$ cat src/rtl/aes256_pkg.sv
// aes256_arb shared types: FSM encoding, widths, requester count.
// Imported by the arbiter, its round-robin picker and the bus interface.
package aes256_pkg;

  localparam int KEY_W = 256;
  localparam int BLK_W = 128;
  localparam int NREQ  = 2;

  typedef enum logic [2:0] {
    IDLE  = 3'd0,
    GRANT = 3'd1,
    START = 3'd2,
    WAIT  = 3'd3,
    RESP  = 3'd4
  } state_t;

endpackage

$ cat src/rtl/aes256_arb_if.sv
// aes256_arb bus: two requesters, response port, AES core link.
// slave = arbiter side, master = requesters plus core side.
interface aes256_arb_if;
  import aes256_pkg::*;

  logic             req0_valid;
  logic             req1_valid;
  logic [KEY_W-1:0] req0_key;
  logic [KEY_W-1:0] req1_key;
  logic [BLK_W-1:0] req0_data;
  logic [BLK_W-1:0] req1_data;
  logic             req0_ack;
  logic             req1_ack;
  logic             rsp_valid;
  logic             rsp_id;
  logic [BLK_W-1:0] rsp_data;
  logic             rsp_err;
  logic             core_start;
  logic [KEY_W-1:0] core_key;
  logic [BLK_W-1:0] core_data;
  logic [BLK_W-1:0] core_out;
  logic             core_ready;

  modport slave (
    input  req0_valid, req1_valid,
    input  req0_key, req1_key,
    input  req0_data, req1_data,
    output req0_ack, req1_ack,
    output rsp_valid, rsp_id,
    output rsp_data, rsp_err,
    output core_start, core_key,
    output core_data,
    input  core_out, core_ready
  );

  modport master (
    output req0_valid, req1_valid,
    output req0_key, req1_key,
    output req0_data, req1_data,
    input  req0_ack, req1_ack,
    input  rsp_valid, rsp_id,
    input  rsp_data, rsp_err,
    input  core_start, core_key,
    input  core_data,
    output core_out, core_ready
  );

endinterface

$ cat src/rtl/aes256_rr_arb.sv
// 2-way round-robin pick for aes256_arb.
// A lone requester wins; on a tie the one not served last wins.
module aes256_rr_arb (
  input  logic [1:0] i_req,
  input  logic       i_last,
  output logic       o_vld,
  output logic       o_id
);

  assign o_vld = |i_req;

  // tie -> the other one; otherwise whichever is pending
  assign o_id = (&i_req) ? ~i_last : i_req[1];

endmodule

$ cat src/rtl/aes256_arb.sv
// Two-requester front end for one aes256_enc core.
// Optional core timeout enabled by macro AES_ARB_TIMEOUT_EN.
module aes256_arb
  import aes256_pkg::*;
#(
  parameter int TIMEOUT_CYCLES = 1023
) (
  input logic        clk,
  input logic        reset_n,
  aes256_arb_if.slave bus
);

  state_t           r_state;
  logic             r_last;
  logic             r_id;
  logic             r_wait1;
  logic             r_ack0;
  logic             r_ack1;
  logic             r_start;
  logic             r_rsp_valid;
  logic             r_rsp_id;
  logic [BLK_W-1:0] r_rsp_data;
  logic [KEY_W-1:0] r_key;
  logic [BLK_W-1:0] r_data;
  logic             w_gnt_vld;
  logic             w_gnt_id;

`ifdef AES_ARB_TIMEOUT_EN
  localparam int CW = $clog2(TIMEOUT_CYCLES + 1);
  localparam logic [CW-1:0] TO_LAST =
    CW'(TIMEOUT_CYCLES - 1);
  logic [CW-1:0] r_cnt;
  logic          r_rsp_err;
  assign bus.rsp_err = r_rsp_err;
`else
  logic w_unused_to;
  assign w_unused_to = (TIMEOUT_CYCLES != 0);
  assign bus.rsp_err = 1'b0;
`endif

  aes256_rr_arb u_rr (
    .i_req  ({bus.req1_valid, bus.req0_valid}),
    .i_last (r_last),
    .o_vld  (w_gnt_vld),
    .o_id   (w_gnt_id)
  );

  assign bus.req0_ack   = r_ack0;
  assign bus.req1_ack   = r_ack1;
  assign bus.rsp_valid  = r_rsp_valid;
  assign bus.rsp_id     = r_rsp_id;
  assign bus.rsp_data   = r_rsp_data;
  assign bus.core_start = r_start;
  assign bus.core_key   = r_key;
  assign bus.core_data  = r_data;

  // job sequencer with registered pulses and capture registers
  always_ff @(posedge clk or negedge reset_n) begin
    if (!reset_n) begin
      r_state     <= IDLE;
      r_last      <= 1'b1;
      r_id        <= 1'b0;
      r_wait1     <= 1'b0;
      r_ack0      <= 1'b0;
      r_ack1      <= 1'b0;
      r_start     <= 1'b0;
      r_rsp_valid <= 1'b0;
      r_rsp_id    <= 1'b0;
      r_rsp_data  <= '0;
      r_key       <= '0;
      r_data      <= '0;
`ifdef AES_ARB_TIMEOUT_EN
      r_cnt       <= '0;
      r_rsp_err   <= 1'b0;
`endif
    end else begin
      r_ack0      <= 1'b0;
      r_ack1      <= 1'b0;
      r_start     <= 1'b0;
      r_rsp_valid <= 1'b0;
      unique case (r_state)
        IDLE: begin
          if (w_gnt_vld) begin
            r_state <= GRANT;
            r_id    <= w_gnt_id;
            r_ack0  <= ~w_gnt_id;
            r_ack1  <= w_gnt_id;
            r_key   <= w_gnt_id ? bus.req1_key
                                : bus.req0_key;
            r_data  <= w_gnt_id ? bus.req1_data
                                : bus.req0_data;
          end
        end
        GRANT: begin
          r_state <= START;
          r_start <= 1'b1;
        end
        START: begin
          r_state <= WAIT;
          r_wait1 <= 1'b1;
`ifdef AES_ARB_TIMEOUT_EN
          r_cnt   <= '0;
`endif
        end
        WAIT: begin
          r_wait1 <= 1'b0;
          if (!r_wait1 && bus.core_ready) begin
            r_state     <= RESP;
            r_rsp_valid <= 1'b1;
            r_rsp_id    <= r_id;
            r_rsp_data  <= bus.core_out;
`ifdef AES_ARB_TIMEOUT_EN
            r_rsp_err   <= 1'b0;
          end else if (r_cnt == TO_LAST) begin
            r_state     <= RESP;
            r_rsp_valid <= 1'b1;
            r_rsp_id    <= r_id;
            r_rsp_data  <= '0;
            r_rsp_err   <= 1'b1;
          end else begin
            r_cnt <= r_cnt + 1'b1;
`endif
          end
        end
        RESP: begin
          r_state <= IDLE;
          r_last  <= r_id;
        end
        default: r_state <= IDLE;
      endcase
    end
  end

endmodule
$ cat src/flat_wrapper.sv
// flat-port wrapper written by rule: the top's interface ports become plain ports
module aes256_arb_flat import aes256_pkg::*;
#(
  parameter int TIMEOUT_CYCLES = 1023
)
  (clk, reset_n, bus_req0_valid, bus_req1_valid, bus_req0_key, bus_req1_key, bus_req0_data, bus_req1_data, bus_req0_ack, bus_req1_ack, bus_rsp_valid, bus_rsp_id, bus_rsp_data, bus_rsp_err, bus_core_start, bus_core_key, bus_core_data, bus_core_out, bus_core_ready);
  aes256_arb_if bus_i ();
  input logic clk;
  input logic reset_n;
  input wire logic [$bits(bus_i.req0_valid)-1:0] bus_req0_valid;
  input wire logic [$bits(bus_i.req1_valid)-1:0] bus_req1_valid;
  input wire logic [$bits(bus_i.req0_key)-1:0] bus_req0_key;
  input wire logic [$bits(bus_i.req1_key)-1:0] bus_req1_key;
  input wire logic [$bits(bus_i.req0_data)-1:0] bus_req0_data;
  input wire logic [$bits(bus_i.req1_data)-1:0] bus_req1_data;
  output wire logic [$bits(bus_i.req0_ack)-1:0] bus_req0_ack;
  output wire logic [$bits(bus_i.req1_ack)-1:0] bus_req1_ack;
  output wire logic [$bits(bus_i.rsp_valid)-1:0] bus_rsp_valid;
  output wire logic [$bits(bus_i.rsp_id)-1:0] bus_rsp_id;
  output wire logic [$bits(bus_i.rsp_data)-1:0] bus_rsp_data;
  output wire logic [$bits(bus_i.rsp_err)-1:0] bus_rsp_err;
  output wire logic [$bits(bus_i.core_start)-1:0] bus_core_start;
  output wire logic [$bits(bus_i.core_key)-1:0] bus_core_key;
  output wire logic [$bits(bus_i.core_data)-1:0] bus_core_data;
  input wire logic [$bits(bus_i.core_out)-1:0] bus_core_out;
  input wire logic [$bits(bus_i.core_ready)-1:0] bus_core_ready;
  assign bus_i.req0_valid = bus_req0_valid;
  assign bus_i.req1_valid = bus_req1_valid;
  assign bus_i.req0_key = bus_req0_key;
  assign bus_i.req1_key = bus_req1_key;
  assign bus_i.req0_data = bus_req0_data;
  assign bus_i.req1_data = bus_req1_data;
  assign bus_req0_ack = bus_i.req0_ack;
  assign bus_req1_ack = bus_i.req1_ack;
  assign bus_rsp_valid = bus_i.rsp_valid;
  assign bus_rsp_id = bus_i.rsp_id;
  assign bus_rsp_data = bus_i.rsp_data;
  assign bus_rsp_err = bus_i.rsp_err;
  assign bus_core_start = bus_i.core_start;
  assign bus_core_key = bus_i.core_key;
  assign bus_core_data = bus_i.core_data;
  assign bus_i.core_out = bus_core_out;
  assign bus_i.core_ready = bus_core_ready;
  aes256_arb #(.TIMEOUT_CYCLES(TIMEOUT_CYCLES)) u_core (.clk(clk), .reset_n(reset_n), .bus(bus_i));
endmodule
$ cat config.mk
export PLATFORM = sky130hd
export DESIGN_NAME = aes256_arb_flat
export DESIGN_NICKNAME = d
export VERILOG_FILES = /design/src/rtl/aes256_pkg.sv /design/src/rtl/aes256_arb_if.sv /design/src/rtl/aes256_rr_arb.sv /design/src/rtl/aes256_arb.sv /design/src/flat_wrapper.sv
export SDC_FILE = /design/constraint.sdc
export NUM_CORES = 1
export LEC_CHECK = 0
export ABC_AREA = 1
export BUFFER_PORTS_ARGS = -buffer_cell sky130_fd_sc_hd__buf_4
export CAP_MARGIN = 20
export CORE_AREA = 10 10 537 539
export DETAILED_ROUTE_END_ITERATION = 8
export DIE_AREA = 0 0 547 549
export SYNTH_ARGS = -nofsm -noshare
export SYNTH_HDL_FRONTEND = slang
export SYNTH_HIERARCHICAL = 1
export SYNTH_SLANG_ARGS = --single-unit
$ cat constraint.sdc
create_clock -name clk -period 1.7 [get_ports clk]
set_input_delay 0.17 -clock clk [delete_from_list [all_inputs] [get_ports clk]]
set_output_delay 0.17 -clock clk [all_outputs]
set_load 0.01 [all_outputs]
# After elaboration in Yosys (flattened, before gate mapping)
# Index checks and enable logic that the tools add are counted.
dict set report op_classes {
  n_bitwise 2
  n_reduce_logical 9
  n_eq_ne 6
  mux 14
}
# op n
set op_table {}
lappend op_table {{256-bit two-way mux} 1}
lappend op_table {{128-bit two-way mux} 1}
lappend op_table {{3-bit one-hot mux with 4 select lines} 1}
lappend op_table {{1-bit two-way mux} 8}
lappend op_table {{2-bit AND reduction} 4}
lappend op_table {{3-bit by 2-bit equality test with 1-bit output (second input constant)} 2}
lappend op_table {{3-bit two-way mux} 2}
lappend op_table {{3-bit by 1-bit equality test with 1-bit output (second input constant)} 1}
lappend op_table {{3-bit equality test (second input constant)} 1}
lappend op_table {{3-bit logical NOT} 1}
lappend op_table {{2-bit by 1-bit != test with 1-bit output (second input constant)} 1}
lappend op_table {{2-bit != test (second input constant)} 1}
lappend op_table {{1-bit inverter} 2}
lappend op_table {{1-bit one-hot mux with 2 select lines} 1}
lappend op_table {{2-bit nonzero test} 1}
lappend op_table {{2-bit OR reduction} 1}
lappend op_table {{1-bit logical AND} 1}
lappend op_table {{1-bit logical NOT} 1}
dict set report word_totals {
  input_bits 901
  output_inout_bits 518
  regBits 523
}

# Depth between registers and ports, before layout
# Gate-level depths: netlist of the first run.
dict set report depth {
  ltp_word 5
  ltp_mapped 10
  ltp_nobuf 7
}

# Hierarchy
# The synthesis of the first run kept the hierarchy.
# mod seq_area_each_um2 cells_per_inst area_per_inst_um2 instances
set modules_own_cells {}
lappend modules_own_cells {aes256_arb 13088.8 3503 25161.6 1}
lappend modules_own_cells {aes256_rr_arb 0.0 3 15.0 1}

# Worst setup path before layout of the first run
# OpenSTA, ideal clock, no wires.
dict set report synth_path {
  kind {register -> register}
  from {register u_core.r_last}
  to {register u_core.r_key[247] (netlist: u_core/bus.core_key[247])}
  setup_slack_ns 0.278
  n_path_buf 3
  setup_time_ns 0.066
  arrival_time_ns 1.356
  path_stages_with_launch 10
  period_less_slack_ns 1.422
  required_ns 1.634
  path_cell_list {dfstp_2 > a21oi_1 > buf_2 > inv_2 > buf_2 > buf_2 > nand2_1 > nand2_1 > nand3_1 > nand2_1}
}
dict set report synth_via {
  elab_chain_cells 3
}
# element line
set synth_lines {}
lappend synth_lines {{start: declaration} aes256_arb.sv:14} ;# logic r_last;
lappend synth_lines {{start signal: assignment} aes256_arb.sv:127} ;# r_last <= r_id;
lappend synth_lines {{1-bit inverter} aes256_rr_arb.sv:13} ;# assign o_id = (&i_req) ? ~i_last : i_req[1];
lappend synth_lines {{1-bit two-way mux} aes256_rr_arb.sv:13}
lappend synth_lines {{net u_core.w_gnt_id} aes256_arb.sv:26} ;# logic w_gnt_id;
lappend synth_lines {{256-bit two-way mux} aes256_arb.sv:88} ;# r_key <= w_gnt_id ? bus.req1_key
lappend synth_lines {{end signal: assignment} aes256_arb.sv:88}
lappend synth_lines {{end: declaration} aes256_arb.sv:23} ;# logic [KEY_W-1:0] r_key;
# The timed path passes the listed nets, and every way through them passes these cells.
# A chain may end at the register's enable or synchronous reset.

# Worst setup path after layout of the first run
dict set report layout_path {
  from {register u_core.r_last}
  to {register u_core.r_key[8] (netlist: u_core/bus.core_key[8])}
}
# The elaborated chain is that of the path after synthesis.

==> impl_metrics.json, run 1 <==
{
  "fin_ws_ps": -167,
  "grt_pass1_wl_um": 321000,
  "dp_slack_ps": -224,
  "clk_pin_slew_ps": 60,
  "routed_via_density": 3.64,
  "critical_path.max_stage_delay_ps": 550,
  "grt_max_degree": 96,
  "outcome": "finished with violations",
  "fin_hold_ws_ps": -15.6,
  "drt-total-wl_um": 248000,
  "ff2ff_setup_slack_ps": -170,
  "min_path_type": "in2reg",
  "dp_hpwl_um": 206000,
  "drive_above_1_share_pct": 31.4,
  "grtUsageTotal_pct": 15.5,
  "rsz0062_at_grt": "true",
  "min_period_over_period_pct": 110,
  "max_slew_margin_pct": 62.5,
  "drt_iter0_markers": 3492,
  "cp.required_ps": 2420,
  "postRouteAntennaNets": 0,
  "drv_slew": 0,
  "fin_worst_skew_ps": 41.1,
  "placedCellCount": 8579,
  "fin_tns_setup_ps": -17630,
  "critPathTopFamily": "buffers and inverters",
  "clock-sinks": 523,
  "num_rows": 194,
  "antenna_found_initial": 204,
  "crit_path_top_delay_cell": "dfstp_2",
  "netlist_area_um2": 25200,
  "synth_warnings": 6,
  "start_kind": "register",
  "dieArea_um2": 300000,
  "path_class": "reg2reg",
  "nets": 6747,
  "violations": "negative hold slack, negative setup slack",
  "holdCritStartpoint": "bus_req0_data[31]",
  "post_drt_wl_per_cell_um": 25.6,
  "drtPass1Iterations": 8,
  "synth_nets": 4407,
  "endpoint_kind": "register",
  "path_common_cell": "nand2_1",
  "syn_area_per_cell_um2": 7.18,
  "period_needed_ps": 1870,
  "grt_pass1_vias": 34900,
  "cap_violations": 0,
  "ys_seq_area_share_pct": 52.0,
  "h-tree-depth": 3,
  "power_uw": 77200,
  "r2r-start": "u_core/r_last",
  "cts_made_buffers": 73,
  "core_um2": 278000,
  "vdd_drop_max_mv": 1.09,
  "ys_ff_latch": 523,
  "cp-startpoint": "u_core/r_last",
  "drc": 0,
  "multiInputGateArea_um2": 11400,
  "p_per_area_nw_per_um2": 1430,
  "fp.dieH_um": 549,
  "fp.dieW_um": 547,
  "cp_num_buf_inv": 5,
  "overflow": 0,
  "max_clock_freq_ghz": 0.536,
  "ios": 1419,
  "final_hold_viol_count": 1,
  "critPathMaxFanout": 8,
  "clk_latency_ps": 780,
  "gp_congestion": 0.972,
  "synth_cells": 3506,
  "clock-root-buffer": "clkbuf_16",
  "cts_tree": "built",
  "fin_cells": 9701,
  "setup_viol": 277,
  "start_util_pct": 9.06,
  "critPathArrivalTime_ps": 2590,
  "clockBufferDepth": 4,
  "path_cells": "a21oi_4, buf_12, inv_12, buf_16, buf_16, buf_12, nand2_1, nand2_1, nand3_2, nand2_1",
  "seqCellArea_um2": 13100,
  "area_delta_synth_final_pct": 115,
  "post_synth_num_cell_types": 19,
  "portBuffers": 1417,
  "n_fill_cell": 30600,
  "tightest_slew_ps": 563,
  "p_leak_uw": 0.0278,
  "vias": 35300
}
[cell families (layout without fill, tap and decap cells)]
| kind of cell | after synthesis | after routing | share of synthesized area (%) |
|---|---|---|---|
| AO/OA/AOI/OAI | 5 | 5 | 0.109 |
| buffers and inverters | 266 | 2658 | 4.84 |
| flip-flops | 523 | 523 | 52.0 |
| other | 1 | 80 | 0.0149 |
| AND/OR/NAND/NOR | 2711 | 2711 | 43.0 |
[what timing repair did]
action	in CTS	in global routing
hold buffers	900	0
hold endpoints to repair	1040	0
gates cloned	3	5
buffers inserted	5	4
resized for setup	53	125
endpoints found under the setup margin	349	387
pin swaps	6	54
[registers in the layout (all words and copies together), names as in the netlist]
register,cells
u_core/bus.core_data,128
u_core/bus.req0_ack,1
u_core/bus.rsp_id,1
u_core/r_last,1
u_core/r_state,3
u_core/r_id,1
u_core/bus.req1_ack,1
u_core/bus.core_start,1
u_core/bus.rsp_valid,1
u_core/bus.core_key,256
u_core/bus.rsp_data,128
u_core/r_wait1,1
[power breakdown]
part	internal, µW	leakage, µW	total, µW	switching (µW)
sequential	18100	0.00659	21900	3740
combinational	15600	0.0200	39100	23500
clock	9400	0.00118	16200	6800
total	43100	0.0278	77200	34100
[area by class of cell]
type / count / area share, %
diodes: 79 / 0.366
clock buffers: 97 / 3.77
clock inverters: 30 / 0.687
inverters: 11 / 0.0995
multi-input cells: 2717 / 21.1
flip-flops and latches: 523 / 24.2
well taps: 3724 / 8.62
repair buffers: 2520 / 41.1
[placed cells by master, fill, tap and decap left out, drive strengths merged]
cell type,synthesis,routed
dfstp,1,1
inv,11,18
nor2,5,5
o211ai,1,1
nand2,2187,2187
or2,1,1
conb,1,1
a21oi,1,1
nand4,1,1
bufinv,0,6
o21ai,3,3
clkinv,0,13
nand3,517,517
dlygate4sd3,0,900
clkinvlp,0,4
clkbuf,70,102
diode,0,79
buf,185,1615
dfrtp,522,522
[cell usage after synthesis]
library cell	instances	share of area [%]
or2_1	1	0.025
buf_1	13	0.19
nor2_2	2	0.050
o21ai_0	3	0.060
nand2_1	2187	33
buf_2	170	3.4
buf_4	2	0.060
nand3_1	516	10
a21oi_1	1	0.020
o211ai_1	1	0.030
dfstp_2	1	0.10
clkbuf_1	70	1.0
nand3_2	1	0.040
nor2_1	3	0.045
nand4_1	1	0.025
inv_1	10	0.15
dfrtp_1	522	52
conb_1	1	0.015
inv_2	1	0.015
[tightest hold or removal path: stages]
cell and delay (ps):
buf_4 100, nand2_1 90, nand2_1 150, nand3_1 120
nand2_1 70
[metrics by stage]
| step | util [%] | cell area [µm²] | hold WS [ps] |
|---|---|---|---|
| 2_1_floorplan | - | 25200 | -126 |
| 3_3_place_gp | 14.9 | 41400 | 61.0 |
| 3_5_place_dp | 14.9 | 41400 | 57.2 |
| 4_1_cts | 19.2 | 53200 | 71.5 |
| 5_1_grt | 19.4 | 53900 | 27.0 |
| 6_report | 19.4 | 54100 | -15.6 |
[final timing paths]
kind / end / depth (start not counted)
max: u_core/bus.core_key[8] / 10
min: u_core/bus.core_data[31] / 5
max reg2reg: u_core/bus.core_key[8] / 10
min reg2reg: u_core/bus.rsp_data[41] / 2
max in group asynchronous: u_core/bus.core_data[25] / 3
min in group asynchronous: u_core/bus.rsp_data[50] / 3
[per-layer routing]
metal,GRT usage (%),vias up,part of all wire [%]
met5,0,-,0.34
met4,4.52,122,3.3
met3,7.46,503,12
met2,23.3,2288,43
met1,19.5,16700,42
li1,-,15700,-
Power figures use the tool's default switching activity.
==> run 2: changes to the inputs <==
--- a/config.mk
+++ b/config.mk
@@ -7,10 +7,11 @@
 export LEC_CHECK = 0
 export ABC_AREA = 1
 export BUFFER_PORTS_ARGS = -buffer_cell sky130_fd_sc_hd__buf_4
-export CAP_MARGIN = 20
+export CAP_MARGIN = 25
 export CORE_AREA = 10 10 537 539
 export DETAILED_ROUTE_END_ITERATION = 8
 export DIE_AREA = 0 0 547 549
+export PLACE_DENSITY = 0.3
 export SYNTH_ARGS = -nofsm -noshare
 export SYNTH_HDL_FRONTEND = slang
 export SYNTH_HIERARCHICAL = 1
==> run 2 against run 1 <==
The flow finishes with violations (negative setup slack). Critical endpoint is now u_core/bus.core_data[92]. Final cell count increased by 0.61%. Hold slack improved by 37 ps. Register-to-register slack improved by 50 ps. Non-clock buffer count is 85 higher. Die area unchanged. Wire length fell by 4.4%.
==> impl_metrics.json, run 2 (synthesized netlist as in run 1, its figures left out) <==
{
  "power_uw": 78000,
  "start_kind": "register",
  "multiInputGateArea_um2": 12400,
  "core_um2": 278000,
  "critPathMaxFanout": 7,
  "post_drt_wl_per_cell_um": 24.3,
  "clk_latency_ps": 770,
  "clockBufferDepth": 4,
  "nets": 6841,
  "max_slew_margin_pct": 36.3,
  "clock-root-buffer": "clkbuf_16",
  "grt_pass1_wl_um": 316000,
  "overflow": 0,
  "drt_iter0_markers": 2189,
  "clock-sinks": 523,
  "p_clk_share_pct": 21.6,
  "h-tree-depth": 3,
  "layout_common_cells": "nand2_1, buf_4, dlygate4sd3_1",
  "antenna_found_initial": 124,
  "fp.dieW_um": 547,
  "num_rows": 194,
  "drive_above_1_share_pct": 36.0,
  "p_sw_share_pct": 42.5,
  "fin_ws_ps": -116,
  "area_delta_synth_final_pct": 125,
  "p_per_area_nw_per_um2": 1380,
  "vdd_drop_max_mv": 0.742,
  "period_needed_ps": 1820,
  "fin_worst_skew_ps": 53.7,
  "cts_tree": "built",
  "postRouteAntennaNets": 0,
  "drtPass1Iterations": 5,
  "fp.dieH_um": 549,
  "critPathArrivalTime_ps": 2500,
  "routed_via_density": 3.51,
  "cp.required_ps": 2390,
  "p_leak_uw": 0.0290,
  "gp_congestion": 0.951,
  "violations": "negative setup slack",
  "dp_hpwl_um": 188000,
  "n_fill_cell": 31200,
  "p_switching_uw": 33100,
  "grt_max_degree": 96,
  "min_path_type": "in2reg",
  "p_comb_share_pct": 50.2,
  "ios": 1419,
  "rsz0062_at_grt": "true",
  "grtUsageTotal_pct": 14.8,
  "endpoint_kind": "register",
  "tightest_slew_ps": 952,
  "placedCellCount": 8615,
  "grt_pass1_vias": 36300,
  "clk_pin_slew_ps": 60,
  "path_class": "reg2reg",
  "vias": 34200,
  "cap_violations": 0,
  "fin_cells": 9760,
  "largest_reg_flops": 256,
  "outcome": "finished with violations",
  "start_util_pct": 9.06,
  "final_hold_viol_count": 0,
  "max_clock_freq_ghz": 0.551,
  "layout_commonest_cell": "nand2_1",
  "drv_slew": 0,
  "pwr-share-seq_pct": 28.2,
  "drc": 0,
  "setup_viol": 287,
  "cts_made_buffers": 81,
  "dp_slack_ps": -212,
  "min_period_over_period_pct": 107,
  "p_int_uw": 44900,
  "drt-total-wl_um": 237000,
  "dieArea_um2": 300000,
  "seqCellArea_um2": 13100,
  "portBuffers": 1417
}
==> run 2: cell types whose count changed in the layout (fill, tap and decap cells not counted), sizes merged <==
cell,delta
buf,+77
bufbuf,+4
bufinv,-4
clkbuf,+32
clkinv,-2
clkinvlp,-3
diode,-39
dlygate4sd3,-3
inv,-3
==> run 2: final cells by class <==
cell class | count | share of cell area [%]
diodes | 40 | 0.177
clock buffers | 122 | 4.19
clock inverters | 17 | 0.341
inverters | 11 | 0.102
multi-input cells | 2717 | 21.9
flip-flops and latches | 523 | 23.2
well taps | 3724 | 8.23
repair buffers | 2605 | 41.9
repair inverters | 1 | 0.0155
==> run 2: path summary, 6_finish.rpt <==
kind / from / endpoint / slack, ps / depth (start not counted)
worst min-delay path: bus_req1_key[112] / u_core/bus.core_key[112] / 20 / 5
min in group asynchronous: reset_n / u_core/bus.core_key[138] / 160 / 3
max in group asynchronous: reset_n / u_core/bus.core_key[157] / 180 / 3
worst max register to register: u_core/r_last / u_core/bus.core_data[92] / -120 / 11
worst max-delay path: u_core/r_last / u_core/bus.core_data[92] / -120 / 11
worst min register to register: u_core/bus.core_key[11] / u_core/bus.core_key[11] / 470 / 2
==> run 2: power by group through the flow <==
stage          clock network, µW  logic (µW)  registers [µW]
6_report                   16900       39100           22000
5_1_grt                    18100       42400           22600
4_1_cts                    17600       39000           22000
3_5_place_dp                   0       35100           22100
3_3_place_gp                   0       35200           22000
2_1_floorplan                  0       11100           23700
==> run 2: per-stage QoR <==
stage / util (%) / hold WS, ps / setup TNS (ps) / cell area, µm²
after floorplan: - / -126 / 0 / 25200
after global placement: 15.0 / 68.6 / -18380 / 41700
after detailed placement: 15.0 / 68.4 / -22620 / 41700
after CTS: 19.8 / 7.01 / -22230 / 55100
after global routing: 20.3 / 26.8 / -47960 / 56500
final: 20.4 / 21.2 / -13300 / 56600
==> run 2: layer usage <==
layer / global-route usage (%) / vias up / routed length, µm
met5: 0 / - / 389
met4: 2.84 / 64 / 4940
met3: 5.01 / 285 / 20100
met2: 23.6 / 1490 / 107000
met1: 19.4 / 16500 / 105000
li1: - / 15900 / -
==> run 2: timing repair <==
action | 4_1_cts | 5_1_grt
buffers inserted | 21 | 8
endpoints found under the hold margin | 1036 | 0
setup endpoints to repair | 363 | 387
hold buffers | 897 | 0
resized for setup | 264 | 255
cloned | 29 | 12
pin swaps | 84 | 135
==> run 2: critical path, cell delays in order, from the launching register on <==
cell     delay [ps]
dfstp_2         550
a21oi_4          60
buf_12          150
inv_16           80
buf_12          130
buf_16          120
buf_12          140
buf_16          170
nand2_4          60
nand2_2          70
nand3_2          80
nand2_1          80
